[src/rtl/led_pwm_pkg.sv]
// rtl/led_pwm_pkg.sv - mode and breathe-state encodings for the status-LED PWM driver
package led_pwm_pkg;

   localparam int MODE_W = 2;

   typedef enum logic [MODE_W-1:0] {
      MODE_OFF     = 2'b00,
      MODE_ON      = 2'b01,
      MODE_BLINK   = 2'b10,
      MODE_BREATHE = 2'b11
   } mode_e;

   typedef enum logic {
      BR_RISE = 1'b0,
      BR_FALL = 1'b1
   } br_state_e;

endpackage

[src/rtl/led_pwm_channel.sv]
// rtl/led_pwm_channel.sv - one LED channel: shadow/active config, breathe FSM, duty compare, pad register (optional LED_PWM_GAMMA_EN)
module led_pwm_channel
   import led_pwm_pkg::*;
#(
   parameter int PWM_BITS   = 8,
   parameter bit ACTIVE_LOW = 1'b1
) (
   input  logic                clk_48mhz,
   input  logic                reset_n,
   input  logic                period_start,
   input  logic                cfg_wr,
   input  logic [MODE_W-1:0]   cfg_mode,
   input  logic [PWM_BITS-1:0] cfg_duty,
   input  logic                blink_dark,
   input  logic [PWM_BITS-1:0] pwm_cnt,
   output logic                led
);

   localparam logic [PWM_BITS-1:0] DUTY_FULL = '1;
   localparam logic [PWM_BITS-1:0] ONE       = PWM_BITS'(1);

   mode_e               shadow_mode, act_mode, mode_new, act_mode_nxt;
   logic [PWM_BITS-1:0] shadow_duty, act_duty, duty_new, act_duty_nxt;
   logic [PWM_BITS-1:0] level, level_nxt, duty_eff, duty_cmp;
   br_state_e           br_state, br_state_nxt;
   logic                lit;

   // A write landing in the boundary cycle is forwarded straight into the new period.
   assign mode_new     = cfg_wr ? mode_e'(cfg_mode) : shadow_mode;
   assign duty_new     = cfg_wr ? cfg_duty : shadow_duty;
   assign act_mode_nxt = period_start ? mode_new : act_mode;
   assign act_duty_nxt = period_start ? duty_new : act_duty;

   // Config registers: shadow takes every write, active reloads only at a period boundary
   always_ff @(posedge clk_48mhz or negedge reset_n) begin
      if (!reset_n) begin
         shadow_mode <= MODE_OFF;
         shadow_duty <= '0;
         act_mode    <= MODE_OFF;
         act_duty    <= '0;
      end else begin
         if (cfg_wr) begin
            shadow_mode <= mode_e'(cfg_mode);
            shadow_duty <= cfg_duty;
         end
         act_mode <= act_mode_nxt;
         act_duty <= act_duty_nxt;
      end
   end

   // Breathe FSM state and level register
   always_ff @(posedge clk_48mhz or negedge reset_n) begin
      if (!reset_n) begin
         br_state <= BR_RISE;
         level    <= '0;
      end else begin
         br_state <= br_state_nxt;
         level    <= level_nxt;
      end
   end

   // Breathe next-state: one step per period, restart on entry, clamp when duty drops below level
   always_comb begin
      br_state_nxt = br_state;
      level_nxt    = level;
      if (period_start) begin
         if (mode_new != MODE_BREATHE || act_mode != MODE_BREATHE) begin
            level_nxt    = '0;
            br_state_nxt = BR_RISE;
         end else if (duty_new < level) begin
            level_nxt    = duty_new;
            br_state_nxt = BR_FALL;
         end else begin
            case (br_state)
               BR_RISE: begin
                  if (level < duty_new) begin
                     level_nxt = level + ONE;
                     if (level + ONE == duty_new) br_state_nxt = BR_FALL;
                  end else begin
                     br_state_nxt = BR_FALL;
                  end
               end
               default: begin
                  if (level != '0) begin
                     level_nxt = level - ONE;
                     if (level == ONE) br_state_nxt = BR_RISE;
                  end else begin
                     br_state_nxt = BR_RISE;
                  end
               end
            endcase
         end
      end
   end

   // Effective duty from post-boundary values so the first tick of a period already sees new config
   always_comb begin
      duty_eff = '0;
      case (act_mode_nxt)
         MODE_ON:      duty_eff = act_duty_nxt;
         MODE_BLINK:   duty_eff = blink_dark ? '0 : act_duty_nxt;
         MODE_BREATHE: duty_eff = level_nxt;
         default:      duty_eff = '0;
      endcase
   end

`ifdef LED_PWM_GAMMA_EN
   function automatic logic [PWM_BITS-1:0] gamma(input logic [PWM_BITS-1:0] d);
      logic [2*PWM_BITS-1:0] sq;
      sq = (2*PWM_BITS)'(d) * (2*PWM_BITS)'(d);
      return (d == DUTY_FULL) ? DUTY_FULL : sq[2*PWM_BITS-1:PWM_BITS];
   endfunction

   // Gamma stage register; the top delays pwm_cnt by one cycle to stay paired with it
   always_ff @(posedge clk_48mhz or negedge reset_n) begin
      if (!reset_n) duty_cmp <= '0;
      else          duty_cmp <= gamma(duty_eff);
   end
`else
   assign duty_cmp = duty_eff;
`endif

   assign lit = (duty_cmp == DUTY_FULL) || (pwm_cnt < duty_cmp);

   // Pad register, dark at reset
   always_ff @(posedge clk_48mhz or negedge reset_n) begin
      if (!reset_n) led <= ACTIVE_LOW;
      else          led <= lit ^ ACTIVE_LOW;
   end

endmodule

[src/rtl/led_pwm_ctrl.sv]
// rtl/led_pwm_ctrl.sv - multi-channel status-LED PWM driver top: timebase, blink phase, config decode (optional LED_PWM_GAMMA_EN)
module led_pwm_ctrl
   import led_pwm_pkg::*;
#(
   parameter int NUM_CH        = 3,
   parameter int PWM_BITS      = 8,
   parameter int PRESCALE      = 188,
   parameter int BLINK_PERIODS = 128,
   parameter bit ACTIVE_LOW    = 1'b1,
   localparam int CH_W         = (NUM_CH > 1) ? $clog2(NUM_CH) : 1
) (
   input  logic                clk_48mhz,
   input  logic                reset_n,
   input  logic                cfg_we,
   input  logic [CH_W-1:0]     cfg_ch,
   input  logic [MODE_W-1:0]   cfg_mode,
   input  logic [PWM_BITS-1:0] cfg_duty,
   output logic [NUM_CH-1:0]   led,
   output logic                period_start
);

   localparam int PS_W = (PRESCALE > 1) ? $clog2(PRESCALE) : 1;
   localparam int BL_W = (BLINK_PERIODS > 1) ? $clog2(BLINK_PERIODS) : 1;

   logic [PS_W-1:0]     presc;
   logic                tick;
   logic [PWM_BITS-1:0] pwm_cnt, cmp_cnt;
   logic                ps_q;
   logic [BL_W-1:0]     blink_cnt;
   logic                blink_wrap, blink_phase, blink_phase_nxt;

   assign tick            = (presc == PS_W'(PRESCALE - 1));
   assign blink_wrap      = ps_q && (blink_cnt == BL_W'(BLINK_PERIODS - 1));
   assign blink_phase_nxt = blink_wrap ? ~blink_phase : blink_phase;

   // Timebase: prescaler, free-running PWM counter and the period-boundary strobe
   always_ff @(posedge clk_48mhz or negedge reset_n) begin
      if (!reset_n) begin
         presc   <= '0;
         pwm_cnt <= '0;
         ps_q    <= 1'b0;
      end else begin
         presc <= tick ? '0 : presc + PS_W'(1);
         if (tick) pwm_cnt <= pwm_cnt + PWM_BITS'(1);
         ps_q  <= tick && (pwm_cnt == '1);
      end
   end

   // Blink timebase shared by all channels: count periods, flip phase on wrap
   always_ff @(posedge clk_48mhz or negedge reset_n) begin
      if (!reset_n) begin
         blink_cnt   <= '0;
         blink_phase <= 1'b0;
      end else begin
         if (ps_q) blink_cnt <= blink_wrap ? '0 : blink_cnt + BL_W'(1);
         blink_phase <= blink_phase_nxt;
      end
   end

`ifdef LED_PWM_GAMMA_EN
   logic [PWM_BITS-1:0] cnt_dly;
   logic                ps_dly;

   // Delay compare count and boundary pulse to line up with the channel gamma register
   always_ff @(posedge clk_48mhz or negedge reset_n) begin
      if (!reset_n) begin
         cnt_dly <= '0;
         ps_dly  <= 1'b0;
      end else begin
         cnt_dly <= pwm_cnt;
         ps_dly  <= ps_q;
      end
   end

   assign cmp_cnt      = cnt_dly;
   assign period_start = ps_dly;
`else
   assign cmp_cnt      = pwm_cnt;
   assign period_start = ps_q;
`endif

   for (genvar i = 0; i < NUM_CH; i++) begin : g_ch
      led_pwm_channel #(
         .PWM_BITS   (PWM_BITS),
         .ACTIVE_LOW (ACTIVE_LOW)
      ) u_ch (
         .clk_48mhz    (clk_48mhz),
         .reset_n      (reset_n),
         .period_start (ps_q),
         .cfg_wr       (cfg_we && (cfg_ch == CH_W'(i))),
         .cfg_mode     (cfg_mode),
         .cfg_duty     (cfg_duty),
         .blink_dark   (blink_phase_nxt),
         .pwm_cnt      (cmp_cnt),
         .led          (led[i])
      );
   end

endmodule

[config.mk]
export PLATFORM = sky130hd
export DESIGN_NAME = led_pwm_ctrl
export DESIGN_NICKNAME = d
export VERILOG_FILES = /design/src/rtl/led_pwm_pkg.sv /design/src/rtl/led_pwm_channel.sv /design/src/rtl/led_pwm_ctrl.sv
export SDC_FILE = /design/constraint.sdc
export NUM_CORES = 1
export LEC_CHECK = 0
export BUFFER_PORTS_ARGS = -buffer_cell sky130_fd_sc_hd__clkbuf_2
export CAP_MARGIN = 15
export CELL_PAD_IN_SITES_DETAIL_PLACEMENT = 1
export CELL_PAD_IN_SITES_GLOBAL_PLACEMENT = 1
export CORE_MARGIN = 2
export CORE_UTILIZATION = 50
export CTS_CLUSTER_DIAMETER = 30
export DETAILED_ROUTE_END_ITERATION = 7
export PLACE_DENSITY_LB_ADDON = 0.1
export SLEW_MARGIN = 20
export SYNTH_ARGS = -nofsm -noshare
export SYNTH_HDL_FRONTEND = slang
export SYNTH_SLANG_ARGS = --single-unit
[constraint.sdc]
create_clock -name clk_48mhz -period 4.87 [get_ports clk_48mhz]
set_input_delay 0.2435 -clock clk_48mhz [delete_from_list [all_inputs] [get_ports clk_48mhz]]
set_output_delay 0.2435 -clock clk_48mhz [all_outputs]
set_load 0.01 [all_outputs]
Word-level counts from Yosys, hierarchy flattened:

Index checks and enable logic that the tools add are counted.
W data, S select, Z words.

* add/subtract/negate cells: 9
* $lt $le $gt $ge: 9
* equal/unequal tests: 29
* muxes and demuxes: 60
* bitwise gates (word level): 4
* reduce and logical (&&, ||, !) cells: 15

Operators with widths (number)
* $mux W8: 28
* $lt A8 B8 Y1: 9
* $pmux W8 S3: 3
* $add A8 B1 Y8 const B: 5
* $eq A8 B8 Y1 const B: 5
* $eq A8 B1 Y1 const B: 3
* $eq A8 B8 Y1: 3
* $reduce_bool A8 Y1: 3
* $sub A8 B1 Y8 const B: 3
* $mux W1: 22
* $eq A2 B2 Y1 const B: 7
* $mux W2: 6
* $ne A2 B2 Y1 const B: 6
* $eq A2 B1 Y1 const B: 4
* $add A7 B1 Y7 const B: 1
* $eq A7 B7 Y1 const B: 1
* $mux W7: 1
* $logic_or A1 B1 Y1: 6
* $logic_and A1 B1 Y1: 5
* $not A1 Y1: 4
* $logic_not A2 Y1: 1

* bits in registers: 115
* input bits: 15
* output and inout port bits: 4
* logic and storage cells: 152

Depth between registers and ports, before layout:

Gate-level depths: netlist (run 1).

* depth in word-level cells: 13
* depth in mapped cells: 22

By module:

A second synthesis (run 1) with hierarchy kept.

* cell total of the unflattened synthesis: 1005
* area total of the unflattened synthesis: 8887.3 um2

Modules (own cells, without submodules)
* led_pwm_channel at g_ch[1].u_ch: instances 1, cells an instance 308, area each 2676.3 um2
* led_pwm_channel at g_ch[2].u_ch: instances 1, cells an instance 304, area each 2583.7 um2
* led_pwm_channel at g_ch[0].u_ch: instances 1, cells an instance 291, area each 2439.8 um2
* led_pwm_ctrl: instances 1, cells an instance 102, area each 1187.4 um2

Worst setup path after synthesis (run 1):

No wires, ideal clock.

* path type: input -> register
* from: input port cfg_ch[1]
* to: register g_ch[0].u_ch.led
* data arrival time: 3.866 ns
* required time: 4.787 ns
* path slack: 0.921 ns
* cell stages on the path: 22
* cell sequence: nor3b_2 > buf_4 > mux2i_1 > inv_1 > ha_1 > a21o_1 > a211oi_1 > o21a_1 > clkbuf_1 > nor3_1 > o21ai_0 > o211ai_1 > inv_1 > ha_1 > a21o_1 > a21oi_1 > nor2_1 > nor2_1 > nand2_1 > nor2_1 > a41o_1 > a21oi_1

* cells in the longest elaborated chain, start to end: 13
* elaborated cells on any way between the ends: 24

RTL lines
* from (decl): line led_pwm_ctrl.sv:15 `input logic [CH_W-1:0] cfg_ch,`
* $logic_not A2 Y1 (*): line led_pwm_ctrl.sv:90 `.cfg_wr (cfg_we && (cfg_ch == CH_W'(i))),`
* $logic_and A1 B1 Y1 (*): line led_pwm_ctrl.sv:90
* $mux W8 (*): line led_pwm_channel.sv:30 `assign duty_new = cfg_wr ? cfg_duty : shadow_duty;`
* named net g_ch[0].u_ch.duty_new[2]: line led_pwm_channel.sv:23 `logic [PWM_BITS-1:0] shadow_duty, act_duty, duty_new, act_duty_nxt;`
* $lt A8 B8 Y1: line led_pwm_channel.sv:76 `if (level < duty_new) begin`
* $mux W8: line led_pwm_channel.sv:76
* $mux W8: line led_pwm_channel.sv:74 `case (br_state)`
* $mux W8: line led_pwm_channel.sv:70 `end else if (duty_new < level) begin`
* $mux W8: line led_pwm_channel.sv:67 `if (mode_new != MODE_BREATHE || act_mode != MODE_BREATHE) begin`
* $mux W8: line led_pwm_channel.sv:66 `if (period_start) begin`
* $pmux W8 S3 (*): line led_pwm_channel.sv:99 `case (act_mode_nxt)`
* $lt A8 B8 Y1 / $eq A8 B8 Y1 (equally long branches): line led_pwm_channel.sv:123 `assign lit = (duty_cmp == DUTY_FULL) || (pwm_cnt < duty_cmp);`
* $logic_or A1 B1 Y1 (*): line led_pwm_channel.sv:123
* $not A1 Y1 (no line) (*)
* to (signal assigned): line led_pwm_channel.sv:128 `else led <= lit ^ ACTIVE_LOW;`
* to (decl): line led_pwm_channel.sv:16 `output logic led`

Mark *: on every way through the listed nets, which the timed path passes. The rest lies on a longest branch.
A chain may end at the register's enable or synchronous reset.

Worst setup path after layout (run 1):

* from: input port cfg_ch[0]
* to: register g_ch[2].u_ch.led

* cells in the longest elaborated chain, start to end: 13
* elaborated cells on any way between the ends: 24

RTL lines (line)
* $eq A2 B2 Y1 (*): led_pwm_ctrl.sv:90
* $logic_and A1 B1 Y1 (*): led_pwm_ctrl.sv:90
* $mux W8 (*): led_pwm_channel.sv:30
* named net g_ch[2].u_ch.duty_new[5]: led_pwm_channel.sv:23
* $lt A8 B8 Y1: led_pwm_channel.sv:76
* $mux W8: led_pwm_channel.sv:76
* $mux W8: led_pwm_channel.sv:74
* $mux W8: led_pwm_channel.sv:70
* $mux W8: led_pwm_channel.sv:67
* $mux W8: led_pwm_channel.sv:66
* $pmux W8 S3 (*): led_pwm_channel.sv:99
* $lt A8 B8 Y1 / $eq A8 B8 Y1 (equally long branches): led_pwm_channel.sv:123
* $logic_or A1 B1 Y1 (*): led_pwm_channel.sv:123
* $not A1 Y1 (no line) (*)
* to (signal assigned): led_pwm_channel.sv:128
* to (decl): led_pwm_channel.sv:16

Marks and branches as above.

==> results of run 1 <==
critical path, cell delays in order:
cell,delay [ns]
clkbuf_2,0.12
nand3b_1,0.52
mux2i_1,0.65
inv_1,0.14
ha_1,0.36
nand4_1,0.25
a21oi_1,0.59
o21ai_0,0.27
a311oi_1,0.28
a221oi_1,0.13
o21ai_0,0.29
inv_1,0.08
ha_1,0.28
nand4_1,0.09
a211oi_1,0.20
o21ai_0,0.13
a32oi_1,0.22
metal layers:
layer  track usage (%)  vias up  wire length (microns)
met5                 0        -                      0
met4              13.0        0                    929
met3              5.82       65                   1340
met2              53.5      255                  13500
met1              43.8     3984                  12400
li1                  -     3497                      -
through the flow:
step	power [uW]	hold WS, ns
4_1_cts	2710	0.157
6_report	2710	0.166
5_1_grt	2800	0.171
3_5_place_dp	1440	0.375
2_1_floorplan	1280	-0.0521
3_3_place_gp	1420	0.371
placed cells by master (no fill, tap or decap), types with 5 or more instances in the layout:
| cell | Yosys | final |
|---|---|---|
| mux2_2 | 12 | 12 |
| a22oi_1 | 11 | 11 |
| nand4_1 | 24 | 24 |
| and4_1 | 8 | 8 |
| clkinvlp_4 | 0 | 5 |
| o211ai_1 | 12 | 12 |
| a21oi_1 | 63 | 63 |
| nor3_1 | 15 | 15 |
| xnor2_1 | 51 | 51 |
| xor2_1 | 8 | 8 |
| clkbuf_2 | 0 | 17 |
| and3_1 | 12 | 12 |
| dfrtp_1 | 112 | 111 |
| nand3_1 | 31 | 31 |
| a21o_1 | 15 | 15 |
| a211oi_1 | 11 | 11 |
| inv_1 | 72 | 72 |
| a221oi_1 | 9 | 9 |
| a31oi_1 | 12 | 12 |
| o21a_1 | 6 | 6 |
| mux2i_1 | 32 | 32 |
| and2_1 | 8 | 8 |
| ha_1 | 60 | 60 |
| nor2b_1 | 6 | 6 |
| o22ai_1 | 15 | 15 |
| clkbuf_16 | 0 | 17 |
| o31ai_1 | 6 | 6 |
| or3_1 | 5 | 5 |
| o21ai_0 | 52 | 52 |
| nor2_1 | 77 | 77 |
| buf_4 | 4 | 20 |
| nor4_1 | 9 | 9 |
| nand2_1 | 51 | 51 |
sequential cells by signal, indices dropped and copies added, names as in the netlist, 6 cells and up:
signal	flops
g_ch.u_ch.shadow_duty	24
presc	8
g_ch.u_ch.level	24
blink_cnt	7
g_ch.u_ch.shadow_mode	6
g_ch.u_ch.act_mode	6
g_ch.u_ch.act_duty	24
cmp_cnt	8
how the worst max path moves through the flow:
stage	to	slack (ns)	cells past startpoint
after detailed placement	g_ch[2].u_ch.led$_DFF_PN1_	0.12	17
after global placement	g_ch[2].u_ch.led$_DFF_PN1_	0.25	17
after global routing	g_ch[2].u_ch.led$_DFF_PN1_	0.17	17
final	g_ch[2].u_ch.led$_DFF_PN1_	0.37	17
after CTS	g_ch[2].u_ch.led$_DFF_PN1_	0.52	17
after floorplan	g_ch[0].u_ch.led$_DFF_PN1_	0.92	22
kinds of logic (layout without fill, tap and decap cells):
family,after synthesis,after routing,share of synthesized area (%)
xor+xnor,59,59,6.21
flops,115,115,34.6
mux,48,48,6.25
compound gates,274,274,22.1
fa+ha+maj,60,60,9.02
simple gates,265,265,16.2
buf+inv,118,145,5.66
repair_timing:
action,in CTS,in global routing
hold endpoints to repair,57,0
hold buffers,1,0
resized for setup,0,0
area by class of cell:
type	instances	area, sq um
Sequential cell	115	2880
Fill cell	1910	7160
Multi-Input combinational cell	706	4970
Timing Repair Buffer	38	245
Tap cell	220	275
Inverter	75	282
Clock buffer	19	443
Clock inverter	13	150
power by group:
group,switching (uW),internal (uW),total (uW)
combinational,270,139,409
sequential,20.7,1000,1020
clock,504,773,1280
total,795,1920,2710
==> results.cfg, run 1 <==
[pwr]
ir_worst_vdd_mv = 0.222
power.density_mw_per_mm2 = 293
leakage_uw = 0.00418

[timing]
fin_worst_skew_ns = 0.00683
rsz0062_at_grt = no
maxSlewViolCount = 0
finalHoldViolCount = 0
slew_headroom_pct = 43.8
fin_ws_ns = 0.370
period_minus_slack_ns = 4.50
worst_pin_slew_ns = 0.839
fin_crit_sh_pct = 92.4
final.setup.tns_ns = 0
fmax_mhz = 222
finalSetupViolCount = 0

[clocking]
cts_setup_buffers = 0
clock-sinks = 115
clk_latency_ns = 0.43
htreeDepth = 4
cts_buffers = 17
clockBufferDepth = 2
cts_tree = yes
cts_root_buf = clkbuf_16
clk_pin_slew_ns = 0.06

[logic_synthesis]
synthTopCellsByArea = dfrtp_1 (34%), ha_1 (9.0%), xnor2_1 (5.4%)
synth_most_common_cell = dfrtp_1
synthArstFlopShare_pct = 100
synth_ff_type = dfrtp_1
syn_inst = 939
yosysSeqAreaShare_pct = 34.6
synth_nets = 1014
yosys.cell_types.count = 86
ys_warn_count = 0
synth.cell_area_sq_mm = 0.00833
synth_top_area_share_pct = 33.7
synth_area_per_cell_sq_um = 8.87
synth_top_area_cell = dfrtp_1
synth.top_cells.by_count = dfrtp_1 (112), nor2_1 (77), inv_1 (72)
synth-seq-cells = 115
synth_edf_count = 0

[critical_path]
worstPathArrival_ns = 4.84
startpoint = cfg_ch[0]
critPathRequiredTime_ns = 5.21
r2r_cells = 15
worst-setup-path-type = in -> reg
r2r_start = g_ch[2].u_ch.shadow_duty[5]$_DFF_PN0_
rr_endpoint = g_ch[2].u_ch.led$_DFF_PN1_
cp_max_fo = 9
end_kind = flip-flop
r2r_setup_slack_ns = 0.65
start_kind = input port

[place]
dpl_worst_slack_ns = 0.118
placed_cell_area_sq_mm = 0.00865
dp_hpwl_microns = 20500
placed_cells = 1153
finalWeightedCongestion = 0.990
port_buffers = 18

[floorplan]
fp.coreArea_sq_mm = 0.0164
start_util_pct = 50.8
rows = 47
dieHeight_microns = 133
chipWidth_microns = 133
die-area_sq_mm = 0.0177
pin_count = 19

[detailed_routing]
dr.first_iter.drc_count = 613
drt-pass1-iter-count = 5
ant_nets = 0
wirelength_microns = 28200
drc = 0
wire_per_inst_microns = 23.8
routed-via-count = 7801
viasPerCell = 6.58

[cells_and_area]
diodes = 0
syn2layout_area_growth_pct = 11.1
fin_util_pct = 56.4
layout-drive-gt1-share_pct = 10.5
stdcell_count = 1186
fin_area_sq_mm = 0.00925
final_nets = 1028

[outcome]
outcome = finished, final reports clean

[global_routing]
track_usage_pct = 32.9
grt_pass1_vias = 8143
antenna_found_initial = 0
grt_max_degree = 60
grt_pass1_wl_microns = 45400
overflow = 0

[run]
max_cap_violations = 0

[worst_hold_path]
hold_depth = 2
worstHoldPathType = in -> reg
whs_endpoint = g_ch[1].u_ch.shadow_mode[0]$_DFF_PN0_
min_from = cfg_mode[0]
(Power assumes the default switching activity.)
==> run 2, diff against run 1 <==
- CTS_CLUSTER_DIAMETER: 30 -> 40
- clock period: 4.87 -> 4.2 ns (I/O delays scaled with it)
==> run 2 against run 1 <==
Core utilization increased by 1.3 points. Via count increased by 1.3%. Non-clock buffer count increased by 28. Largest cell class unchanged. Cell area increased by 2.4%. Hold slack got worse by 0.061 ns. Largest power group unchanged. Cell count increased by 2.4%. Sequential share of layout area decreased by 0.72 points. Global-route usage increased by 0.64 points. Clock skew increased by 0.0023 ns. Wire length increased by 2.3%. Highest routed layer unchanged. Clock power increased by 15%.
==> results.cfg, run 2 (synthesis gave the netlist of run 1 again) <==
[outcome]
outcome = finished, final reports clean

[cells_and_area]
layout-drive-gt1-share_pct = 13.6
mostFrequentLayoutCells = dfrtp_1 (111), nor2_1 (77), inv_1 (72)
final_common_cell = dfrtp_1
reg_top3 = g_ch.u_ch.act_duty: 24 flops, g_ch.u_ch.level: 24 flops, g_ch.u_ch.shadow_duty: 24 flops
diodes = 0
final_nets = 1056
fin_area_sq_mm = 0.00947
syn2layout_area_growth_pct = 13.7

[clocking]
htreeDepth = 4
clk_pin_slew_ns = 0.06
clock-sinks = 115
cts_tree = yes
cts_root_buf = clkbuf_16
cts_buffers = 17
clockBufferDepth = 2
cts_setup_buffers = 0
clk_latency_ns = 0.44

[timing]
worst_pin_slew_ns = 0.805
fin_worst_skew_ns = 0.00917
finalSetupViolCount = 0
period_minus_slack_ns = 3.96
finalHoldViolCount = 0
fmax_mhz = 252
maxSlewViolCount = 0
slew_headroom_pct = 46.3
fin_crit_sh_pct = 94.4

[detailed_routing]
drt-pass1-iter-count = 5
viasPerCell = 6.51
routed-via-count = 7905
ant_nets = 0
wirelength_microns = 28900
wire_per_inst_microns = 23.8
drc = 0
dr.first_iter.drc_count = 646

[critical_path]
critPathRequiredTime_ns = 4.55
cp_cell_sequence = mux2i_1, inv_1, ha_1, nand4_1, a21o_1, a21oi_2, a21oi_1, a221oi_1, buf_4, nor2_1, ha_1, nor4_1, o21ai_0, a21oi_1, o31ai_1, o41a_1
r2r_start = g_ch[1].u_ch.shadow_duty[5]$_DFF_PN0_
worstPathArrival_ns = 4.31
critical-path-top-delay-family = compound AO/OA/AOI/OAI gates
worst-setup-path-type = reg -> reg
slowest_delay_ns = 0.40
rr_endpoint = g_ch[1].u_ch.led$_DFF_PN1_
cpMaxStageDelayCell = a221oi_1
cp_max_fo = 6
end_kind = flip-flop
r2r_cells = 16
start_kind = flip-flop
r2r_setup_slack_ns = 0.24
critical_path_buf_inv_count = 2

[worst_hold_path]
whs_endpoint = g_ch[1].u_ch.shadow_mode[0]$_DFF_PN0_
worstHoldPathType = in -> reg
hold_depth = 2
min_from = cfg_mode[0]

[place]
dp_hpwl_microns = 21000
finalWeightedCongestion = 0.884
placed_cell_area_sq_mm = 0.00886
port_buffers = 18

[floorplan]
die-area_sq_mm = 0.0177
chipWidth_microns = 133
start_util_pct = 50.8
rows = 47
pin_count = 19
fp.coreArea_sq_mm = 0.0164
dieHeight_microns = 133

[global_routing]
use_met1_pct = 44.0
grt_pass1_wl_microns = 45900
global_route.usage.met2_pct = 55.5
grt.busiest_layer = met2
track_usage_pct = 33.6
met3_usage_pct = 4.79
grt_max_degree = 59
overflow = 0
grt_pass1_vias = 8315
antenna_found_initial = 0

[pwr]
power_uw = 3170
leakage_uw = 0.00431
power.density_mw_per_mm2 = 335
ir_worst_vdd_mv = 0.316

[run]
max_cap_violations = 0
==> run 2: cell count changes in the layout (fill, tap and decap cells not counted), sizes merged <==
| cell | before | now |
|---|---|---|
| clkinv | 4 | 2 |
| bufinv | 2 | 1 |
| clkinvlp | 5 | 3 |
| buf | 20 | 48 |
| clkbuf | 36 | 34 |
| inv | 77 | 84 |
==> run 2: timing repair <==
action	CTS	global route
hold buffers	1	0
hold endpoints to repair	54	0
resized for setup	0	6
setup endpoints to repair	0	2
==> run 2: metrics by stage <==
stage / utilization [%] / hold WS [ns] / setup TNS [ns] / setup WS, ns / cells
after global routing: 57.7 / 0.120 / -0.00160 / -0.00160 / 1214
final: 57.7 / 0.105 / 0 / 0.235 / 1214
after floorplan: - / -0.0856 / 0 / 0.284 / 939
after detailed placement: 54.0 / 0.352 / -0.139 / -0.139 / 1181
after global placement: 54.0 / 0.331 / -0.0452 / -0.0452 / 1181
after CTS: 57.6 / 0.0900 / 0 / 0.0705 / 1214
==> run 2: layout make-up <==
cell class                 count  area, sq um
clock buffer                  17          425
multi-input combinational    706         4990
clock inverter                15          159
sequential                   115         2880
timing repair buffer          66          455
inverter                      75          282
fill                        1938         6940
tap                          220          275
==> run 2: metal layers <==
| layer | part of all wire, % | wire, microns | up-vias |
|---|---|---|---|
| met4 | 3.6 | 1040 | 0 |
| met1 | 43 | 12400 | 3981 |
| met5 | 0 | 0 | - |
| li1 | - | - | 3552 |
| met2 | 48 | 13900 | 291 |
| met3 | 5.1 | 1460 | 81 |
==> run 2: power breakdown <==
group / switching [uW] / leakage (uW) / internal, uW
clock network: 628 / 0.000280 / 841
registers: 23.4 / 0.00130 / 1160
logic: 324 / 0.00273 / 190
total: 975 / 0.00431 / 2190
==> run 2: how the worst max path moves through the flow <==
stage | from | end | slack (ns) | cells after the start
finish | g_ch[1].u_ch.shadow_duty[5]$_DFF_PN0_ | g_ch[1].u_ch.led$_DFF_PN1_ | 0.24 | 16
global route | g_ch[1].u_ch.shadow_duty[5]$_DFF_PN0_ | g_ch[1].u_ch.led$_DFF_PN1_ | -0.002 | 16
CTS | g_ch[1].u_ch.shadow_duty[5]$_DFF_PN0_ | g_ch[1].u_ch.led$_DFF_PN1_ | 0.07 | 17
detailed placement | cfg_ch[1] | g_ch[1].u_ch.led$_DFF_PN1_ | -0.14 | 18
global placement | cfg_ch[1] | g_ch[1].u_ch.led$_DFF_PN1_ | -0.05 | 17
floorplan | cfg_ch[1] | g_ch[0].u_ch.led$_DFF_PN1_ | 0.28 | 22
==> run 3, diff against run 2 <==
- ABC_AREA: default -> 1
- CORE_UTILIZATION: 50 -> 47
==> run 3 against run 2 <==
Clock power down 6%. Wire length down 15%. Setup slack better by 0.36 ns. Cell count up 16%. Global-route usage down 5.3 points. Sequential share of layout area up 0.98 points. Register-to-register slack better by 0.47 ns. Core utilization down 4.1 points. Largest cell class unchanged. Highest routed layer unchanged.
==> results.cfg, run 3 <==
[detailed_routing]
dr.first_iter.drc_count = 327
drc = 0
viasPerCell = 5.37
drt-pass1-iter-count = 5
routed-via-count = 7559
wirelength_microns = 24600
ant_nets = 0
wire_per_inst_microns = 17.5

[critical_path]
r2r_start = g_ch[2].u_ch.shadow_duty[7]$_DFF_PN0_
rr_endpoint = g_ch[2].u_ch.led$_DFF_PN1_
cp_cell_sequence = clkbuf_2, inv_2, nand3_1, o21ai_0, inv_1, ha_1, nand2_1, nor2_1, nand2_1, a21boi_0, nor2_1, o21ai_0, nand2_1, nand2_1, nand2_1, nand3b_1, o21ai_0, inv_1, ha_1, a21oi_1, nor2_1, a211oi_1, a21oi_1
r2r_setup_slack_ns = 0.71
critPathRequiredTime_ns = 4.54
cpMaxStageDelayCell = o21ai_0
end_kind = flip-flop
r2r_cells = 21
worst-setup-path-type = in -> reg
path_common_cell = nand2_1
cp_max_fo = 17
slowest_delay_ns = 0.40
start_kind = input port
worstPathArrival_ns = 3.95

[clocking]
clk_pin_slew_ns = 0.05
htreeDepth = 4
ctsResizeCount = 0
clk_latency_ns = 0.42
cts_buffers = 17
cts_setup_buffers = 0
clock-sinks = 115
cts_root_buf = clkbuf_16
cts_tree = yes
ctsHoldBuffers = 1
clockBufferDepth = 2

[place]
finalWeightedCongestion = 0.912
dp_hpwl_microns = 18200
port_buffers = 18

[pwr]
switchingPower_uw = 791
power_frac_seq_pct = 39.9
leakage_uw = 0.00491
power.density_mw_per_mm2 = 320
ir_worst_vdd_mv = 0.308
switching_share_pct = 27.0
p_clk_share_pct = 47.2
power.internal_uw = 2140
combPwrFrac_pct = 12.9

[timing]
rsz0062_at_grt = no
worst_pin_slew_ns = 0.968
holdWs_ns = 0.149
slew_headroom_pct = 35.5
fmax_mhz = 277
final.setup.tns_ns = 0
maxSlewViolCount = 0
finalSetupViolCount = 0
fin_crit_sh_pct = 85.8
period_minus_slack_ns = 3.60
finalHoldViolCount = 0
fin_worst_skew_ns = 0.00914

[cells_and_area]
final_nets = 1244
diodes = 0
reg_top3 = g_ch.u_ch.act_duty: 24 flops, g_ch.u_ch.level: 24 flops, g_ch.u_ch.shadow_duty: 24 flops
fill_cells = 2233
mostFrequentLayoutCells = nand2_1 (330), inv_1 (138), dfrtp_1 (112)
syn2layout_area_growth_pct = 12.8
final_common_cell = nand2_1
layout-drive-gt1-share_pct = 11.2

[worst_hold_path]
whs_endpoint = g_ch[1].u_ch.shadow_mode[1]$_DFF_PN0_
min_from = cfg_mode[1]
worstHoldPathType = in -> reg
hold_depth = 3

[floorplan]
chipWidth_microns = 136
rows = 48
fp.coreArea_sq_mm = 0.0171
pin_count = 19
die-area_sq_mm = 0.0184
start_util_pct = 47.5
dieHeight_microns = 136

[outcome]
outcome = finished, final reports clean

[logic_synthesis]
yosys.cell_types.count = 47
synth_edf_count = 0
synth-seq-cells = 115
synth.cell_area_sq_mm = 0.00813
synth_nets = 1205
syn_inst = 1130
synthArstFlopShare_pct = 100
ys_warn_count = 0
synth_most_common_cell = nand2_1
synth_top_area_cell = dfrtp_1
synth.top_cells.by_count = nand2_1 (330), inv_1 (138), dfrtp_1 (112)
synth_ff_type = dfrtp_1
synth_area_per_cell_sq_um = 7.19
synthTopCellsByArea = dfrtp_1 (34%), nand2_1 (15%), ha_1 (9.2%)
synth_top_area_share_pct = 34.5
yosysSeqAreaShare_pct = 35.4

[global_routing]
overflow = 0
track_usage_pct = 28.3
grt_max_degree = 72
antenna_found_initial = 0
grt_pass1_vias = 7713
grt_pass1_wl_microns = 40400

[run]
max_cap_violations = 0
## run 3: cell count changes after synthesis, moves of 15 or more
cell      previous run  this run
xor2_1               8        40
nand3_1             31        53
nand2_1             51       330
a21oi_1             63        40
o21ai_0             52        77
inv_1               72       138
clkbuf_1            28        13
o21ai_1              3        31
mux2i_1             32         0
xnor2_1             51        10
## run 3: how the worst max path moves through the flow
stage	startpoint	end	cells past startpoint
5_1_grt	cfg_ch[0]	g_ch[2].u_ch.led$_DFF_PN1_	27
6_report	cfg_ch[0]	g_ch[2].u_ch.led$_DFF_PN1_	23
2_1_floorplan	cfg_ch[1]	g_ch[1].u_ch.led$_DFF_PN1_	25
3_3_place_gp	cfg_ch[0]	g_ch[2].u_ch.led$_DFF_PN1_	27
3_5_place_dp	cfg_ch[0]	g_ch[2].u_ch.led$_DFF_PN1_	27
4_1_cts	cfg_ch[0]	g_ch[2].u_ch.led$_DFF_PN1_	23
## run 3: logic make-up after synthesis
group,after synthesis,synth area share (%)
and+or+nand+nor,530,27.5
AOI/OAI and AO/OA,191,13.2
xor gates and xnor gates,51,5.73
DFF,115,35.4
buffers and inverters,183,8.87
adders and majority gates,60,9.24
## run 3: final cells by class
cell class / instances / area, sq um / area share (%)
multi-input cells: 832 / 4530 / 49.4
flip-flops and latches: 115 / 2880 / 31.4
inverters: 153 / 574 / 6.26
clock buffers: 23 / 478 / 5.21
repair buffers: 50 / 348 / 3.79
well taps: 225 / 282 / 3.07
clock inverters: 9 / 80.1 / 0.873
## run 3: stage by stage
stage,setup slack (ns),power (uW),util [%],instance area [sq um],instances
after floorplan,0.885,1390,-,8130,1130
after global placement,0.396,1550,50.3,8600,1374
after detailed placement,0.280,1560,50.3,8600,1374
final,0.595,2930,53.6,9170,1407
after global routing,0.0790,3050,53.6,9170,1407
after CTS,0.568,2950,53.6,9170,1407
## run 3: critical path, delay by kind of cell
kind | cells | cell delay, ns
buf+inv | 4 | 0.39
compound gates | 7 | 1.61
fa+ha+maj | 2 | 0.56
simple gates | 10 | 1.17
## run 3: power groups by stage
stage	Clock, uW	Sequential (uW)	Combinational (uW)
2_1_floorplan	0	1180	211
3_3_place_gp	0	1190	360
3_5_place_dp	0	1190	371
4_1_cts	1400	1170	379
5_1_grt	1450	1170	425
6_report	1380	1170	378
## run 3: routing by layer
metal,track usage (%),up-vias,share of wire [%]
li1,-,3702,-
met1,37.8,3701,47
met2,47.5,125,48
met3,5.09,31,3.6
met4,7.75,0,1.5
met5,0,-,0
